File: src/rtl/cpu_pkg.sv
// Shared definitions for the return-address stack: FSM states and default sizing.
package cpu_pkg;

  localparam int unsigned DEFAULT_DEPTH = 8;
  localparam int unsigned DEFAULT_AW    = 12;

  typedef enum logic {
    NORMAL = 1'b0,
    ERROR  = 1'b1
  } stack_state_e;

endpackage

File: src/rtl/ras_mem.sv
// Return-address storage: DEPTH x AW register array, one write port, one
// combinational read port. Contents are not reset; validity is tracked by
// the controller's count.
module ras_mem import cpu_pkg::*; #(
  parameter int unsigned DEPTH = DEFAULT_DEPTH,
  parameter int unsigned AW    = DEFAULT_AW
) (
  input  logic                     clk,
  input  logic                     we,
  input  logic [$clog2(DEPTH)-1:0] waddr,
  input  logic [AW-1:0]            wdata,
  input  logic [$clog2(DEPTH)-1:0] raddr,
  output logic [AW-1:0]            rdata
);

  logic [AW-1:0] mem [DEPTH];

  // Write port: store the return address at the requested slot.
  always_ff @(posedge clk) begin
    if (we) mem[waddr] <= wdata;
  end

  // Read port: the top entry is visible in the same cycle.
  always_comb begin
    rdata = mem[raddr];
  end

endmodule

File: src/rtl/call_stack_ctrl.sv
// Return-address stack controller: circular top pointer, entry count,
// sticky overflow/underflow flags and a NORMAL/ERROR FSM around ras_mem.
module call_stack_ctrl import cpu_pkg::*; #(
  parameter int unsigned DEPTH = DEFAULT_DEPTH,
  parameter int unsigned AW    = DEFAULT_AW
) (
  input  logic                     clk,
  input  logic                     rst_n,
  input  logic                     push,
  input  logic                     pop,
  input  logic [AW-1:0]            push_addr,
  input  logic                     flush,
  input  logic                     clr_err,
  output logic [AW-1:0]            top_addr,
  output logic [$clog2(DEPTH):0]   count,
  output logic                     empty,
  output logic                     full,
  output logic                     ovf,
  output logic                     unf,
  output logic                     err
);

  localparam int unsigned SPW = $clog2(DEPTH);
  localparam int unsigned CW  = SPW + 1;
  localparam logic [CW-1:0] FULL_CNT = CW'(DEPTH);

  stack_state_e   state_q, state_d;
  logic [SPW-1:0] sp_q, sp_d;
  logic [CW-1:0]  count_q, count_d;
  logic           ovf_q, ovf_d;
  logic           unf_q, unf_d;
  logic           set_ovf, set_unf;
  logic           op_en;
  logic           we;
  logic [SPW-1:0] waddr;
  logic [AW-1:0]  rd_data;
  logic           is_empty, is_full;

  assign is_empty = (count_q == '0);
  assign is_full  = (count_q == FULL_CNT);

  ras_mem #(
    .DEPTH (DEPTH),
    .AW    (AW)
  ) u_mem (
    .clk   (clk),
    .we    (we),
    .waddr (waddr),
    .wdata (push_addr),
    .raddr (sp_q),
    .rdata (rd_data)
  );

  // FSM state register.
  always_ff @(posedge clk or negedge rst_n) begin
    if (!rst_n) state_q <= NORMAL;
    else        state_q <= state_d;
  end

  // FSM next state: any flag being set traps to ERROR; clr_err releases it.
  always_comb begin
    state_d = state_q;
    unique case (state_q)
      NORMAL: if (set_ovf || set_unf) state_d = ERROR;
      ERROR:  if (clr_err)            state_d = NORMAL;
      default: state_d = NORMAL;
    endcase
  end

  // FSM outputs: stack operations only run in NORMAL.
  always_comb begin
    err   = (state_q == ERROR);
    op_en = (state_q == NORMAL);
  end

  // Datapath next state. Flush and clr_err both suppress push/pop; flush
  // owns the pointer/count, clr_err owns the flags, so both may act at once.
  always_comb begin
    sp_d    = sp_q;
    count_d = count_q;
    ovf_d   = ovf_q;
    unf_d   = unf_q;
    set_ovf = 1'b0;
    set_unf = 1'b0;
    we      = 1'b0;
    waddr   = sp_q + 1'b1;

    if (flush) begin
      sp_d    = '0;
      count_d = '0;
    end

    if (clr_err) begin
      ovf_d = 1'b0;
      unf_d = 1'b0;
    end

    if (op_en && !flush && !clr_err) begin
      unique case ({push, pop})
        2'b10: begin
          we   = 1'b1;
          sp_d = sp_q + 1'b1;
          if (is_full) set_ovf = 1'b1;
          else         count_d = count_q + 1'b1;
        end
        2'b01: begin
          if (is_empty) begin
            set_unf = 1'b1;
          end else begin
            sp_d    = sp_q - 1'b1;
            count_d = count_q - 1'b1;
          end
        end
        2'b11: begin
          we = 1'b1;
          if (is_empty) begin
            sp_d    = sp_q + 1'b1;
            count_d = count_q + 1'b1;
            set_unf = 1'b1;
          end else begin
            waddr = sp_q;
          end
        end
        default: ;
      endcase
    end

    if (set_ovf) ovf_d = 1'b1;
    if (set_unf) unf_d = 1'b1;
  end

  // Pointer, count and sticky flag registers.
  always_ff @(posedge clk or negedge rst_n) begin
    if (!rst_n) begin
      sp_q    <= '0;
      count_q <= '0;
      ovf_q   <= 1'b0;
      unf_q   <= 1'b0;
    end else begin
      sp_q    <= sp_d;
      count_q <= count_d;
      ovf_q   <= ovf_d;
      unf_q   <= unf_d;
    end
  end

  // Status outputs; top reads as zero whenever the stack is empty.
  always_comb begin
    top_addr = is_empty ? '0 : rd_data;
    count    = count_q;
    empty    = is_empty;
    full     = is_full;
    ovf      = ovf_q;
    unf      = unf_q;
  end

endmodule

File: config.mk
export PLATFORM = sky130hd
export DESIGN_NAME = call_stack_ctrl
export DESIGN_NICKNAME = d
export VERILOG_FILES = /design/src/rtl/cpu_pkg.sv /design/src/rtl/ras_mem.sv /design/src/rtl/call_stack_ctrl.sv
export SDC_FILE = /design/constraint.sdc
export NUM_CORES = 1
export LEC_CHECK = 0
export CAP_MARGIN = 30
export CORE_MARGIN = 1.5
export CORE_UTILIZATION = 38
export DETAILED_ROUTE_END_ITERATION = 10
export GPL_ROUTABILITY_DRIVEN = 0
export HOLD_SLACK_MARGIN = 0.05
export REMOVE_ABC_BUFFERS = 1
export SLEW_MARGIN = 20
export SYNTH_ARGS = -nofsm -noshare
export SYNTH_HDL_FRONTEND = slang
export SYNTH_SLANG_ARGS = --single-unit
File: constraint.sdc
create_clock -name clk -period 4.5 [get_ports clk]
set_input_delay 0.9 -clock clk [delete_from_list [all_inputs] [get_ports clk]]
set_output_delay 0.9 -clock clk [all_outputs]
set_load 0.02 [all_outputs]
==> run metrics <==
status completed; CP delay by family, top buffers and inverters; drt first-iter violations ~170; sequential share of the synthesized area about two thirds; final non-filler cell total 481; P_sw 0.5666 mW; Core Area 11,960 um^2; residual DRC count 0; first-pass GRT wire length 15,150 um; total track usage 15.70%; Avg WL per Cell 19.99 um; port bufs 38; Root Driver clkbuf_16; dpl ws 0.9067 ns; layout cells sized above 1 19.16%; part of the power in registers 49.3%; synthesized area around 4600 um^2; share of the synthesized area in the top cell type 62.10%; Clk pwr share 34.4%; Combinational Power Share 16.3%; die height 113.5 um; mean post-synth cell area ~17 um^2; final hold viol count 0; most common cell after layout, fill and taps aside edfxtp_1; Tightest Pin Transition 0.6287 ns; ANT cells 0; RSZ-0062 raised after global routing no; Hold Path Class flop to flop; Final setup viols 0; CTS tree done; die area roughly 13,000 um^2; row cnt 40; grt total ovfl 0; Seq cells post-synth approximately 110; Crit Path Max Fanout 12; Setup Buffers After CTS 0; Pint around 1.7 mW; Synth Instances around 280; crit path launch type flop; DRT Pass-1 Iters 4; Leak 1.816 nW; Worst path most repeated cell inv_1; ys async rst share 9.434%; fmax 253.5 MHz; setup TNS 0 ns; Slew HR 58.08%; Final Max Tran Viols 0; Initial Utilization 38.81%; largest net degree at the start of global routing 31; I/O pin count 39; dpl cells 465; drt total wl 9617 um; M1 WL 4490 um; crit end category output pin; Max Buffers Root-to-Sink 2; nets roughly 350; pwr/cell area 406.4 nW/um^2; dpl hpwl around 6200 um; clk slew on worst S/H paths ~0.07 ns; most frequent cells in the layout edfxtp_1, clkdlybuf4s50_1, nor2_1; Final WS setup ~0.55 ns; Antenna Nets Post-Route 0; Area growth, synth to finish 20.05%; Vias 2,659; clk sinks 106; Net Sw Frac 25.02%; highest metal used met4; Worst EP arrival 3.05 ns; Die Wd 113.5 um; Post-synth EDFFs 96; synth warn 0; crit path time final 3.945 ns; met2 routed WL 4632 um; Yosys cell types 49; final instance area ~5600 um^2; skew final 0.004924 ns; placed instance area 5278 um^2; Period Utilization, post-route just under 90%; clock insertion delay at the later pin of the skew report between 0.3 and 0.4 ns; CTS Buf Count 9; H-tree depth 3; post-cts gate resize count 0; vias in the first global route 2,635; initial antenna violation count 0; Max Cap Viol 0; Buffers & Inverters on Critical Path 4; post-synth top area cell edfxtp_1; vias per cell roughly 5.5; max incr delay on CP 0.58 ns; metal3 WL ~400 um; Max rail drop VDD a little under 300 uV; Crit Path Class flop to output pin; fillers ~1,000; Synth Flop Type edfxtp_1; Worst path slowest cell or3b_1; CP Cell Sequence inv_1 -> ha_1 -> or3b_1 -> inv_1 -> buf_4 -> nor2_1 -> clkdlybuf4s50_1; Critical Path RT 3.60 ns; ranking of synthesized cells by area edfxtp_1, mux4_2, dfrtp_1; cts hold-fix bufs 0
## metal layers
layer / vias up / track usage, %
met5: - / 0
met4: 0 / 4.750
met3: 9 / 2.125
met2: 76 / 24.94
met1: 1368 / 22.76
li1: 1206 / -
## state kept, by name, summed over array words and instances (netlist names)
signal / flops
sp_q: 3
unf: 1
count: 4
ovf: 1
err: 1
u_mem.mem: 96
## tightest hold or removal path: stages (launching register included)
cell	delay [ns]
dfrtp_1	0.35
inv_1	0.04
o32ai_1	0.09
## worst paths after layout
| path | startpoint | to | slack (ns) | depth (start not counted) |
|---|---|---|---|---|
| worst max-delay path | count[1] | top_addr[6] | 0.55 | 7 |
| worst min-delay path | ovf | ovf | 0.53 | 2 |
| worst max register to register | count[1] | u_mem.mem[6][0] | 1.45 | 9 |
| worst min register to register | ovf | ovf | 0.53 | 2 |
| max in group asynchronous | rst_n | sp_q[0] | 3.23 | 1 |
| min in group asynchronous | rst_n | sp_q[2] | 0.90 | 1 |
## cell type report
class / instances / area [um^2] / share of cell area [%]
multi-input combinational: 142 / 1375 / 24.67
inverter: 13 / 48.80 / 0.8756
clock buffer: 11 / 232.7 / 4.176
tap: 147 / 183.9 / 3.300
sequential: 106 / 3134 / 56.24
clock inverter: 5 / 62.56 / 1.123
timing repair buffer: 57 / 535.5 / 9.609
## stage by stage
step | util [%] | power (mW) | hold WS [ns]
after global placement | 44.12 | 1.507 | 0.5410
after floorplan | - | 1.347 | 0.6044
final | 46.59 | 2.265 | 0.5255
after detailed placement | 44.12 | 1.511 | 0.5269
after global routing | 46.59 | 2.356 | 0.5763
after CTS | 46.59 | 2.283 | 0.5398
## synth_stat cells, types with 2 or more instances
cell type  instances
a21oi_1            4
a31oi_1            3
mux2_2             2
mux4_2            24
nand2_1            3
edfxtp_1          96
nand4_1            2
dfrtp_1           10
o32ai_1            2
o21ai_0            8
a22oi_1            2
buf_2              8
a21o_1             2
nor2b_1            2
a221oi_1           3
mux2i_1           13
o31ai_1            3
xnor2_1            2
nor3_1             3
inv_1             13
nor4_1             3
o211ai_1           2
nand3_1            4
clkbuf_1           6
ha_1               4
a211oi_1           4
nor2_1            28
## power by group through the flow
stage | registers (mW) | clock network [mW] | logic, mW
floorplan | 1.15 | 0 | 0.194
global placement | 1.14 | 0 | 0.371
detailed placement | 1.14 | 0 | 0.373
CTS | 1.12 | 0.792 | 0.374
global route | 1.12 | 0.836 | 0.401
finish | 1.12 | 0.780 | 0.369
## cell families after synthesis
| logic type | count (synthesis) | synth area share [%] |
|---|---|---|
| simple gates | 54 | 6.011 |
| fa+ha+maj | 4 | 1.078 |
| xor+xnor | 4 | 0.9166 |
| mux | 39 | 14.93 |
| compound gates | 41 | 6.685 |
| buf+inv | 30 | 2.884 |
| flops | 106 | 67.49 |
Power figures use the tool's default switching activity.
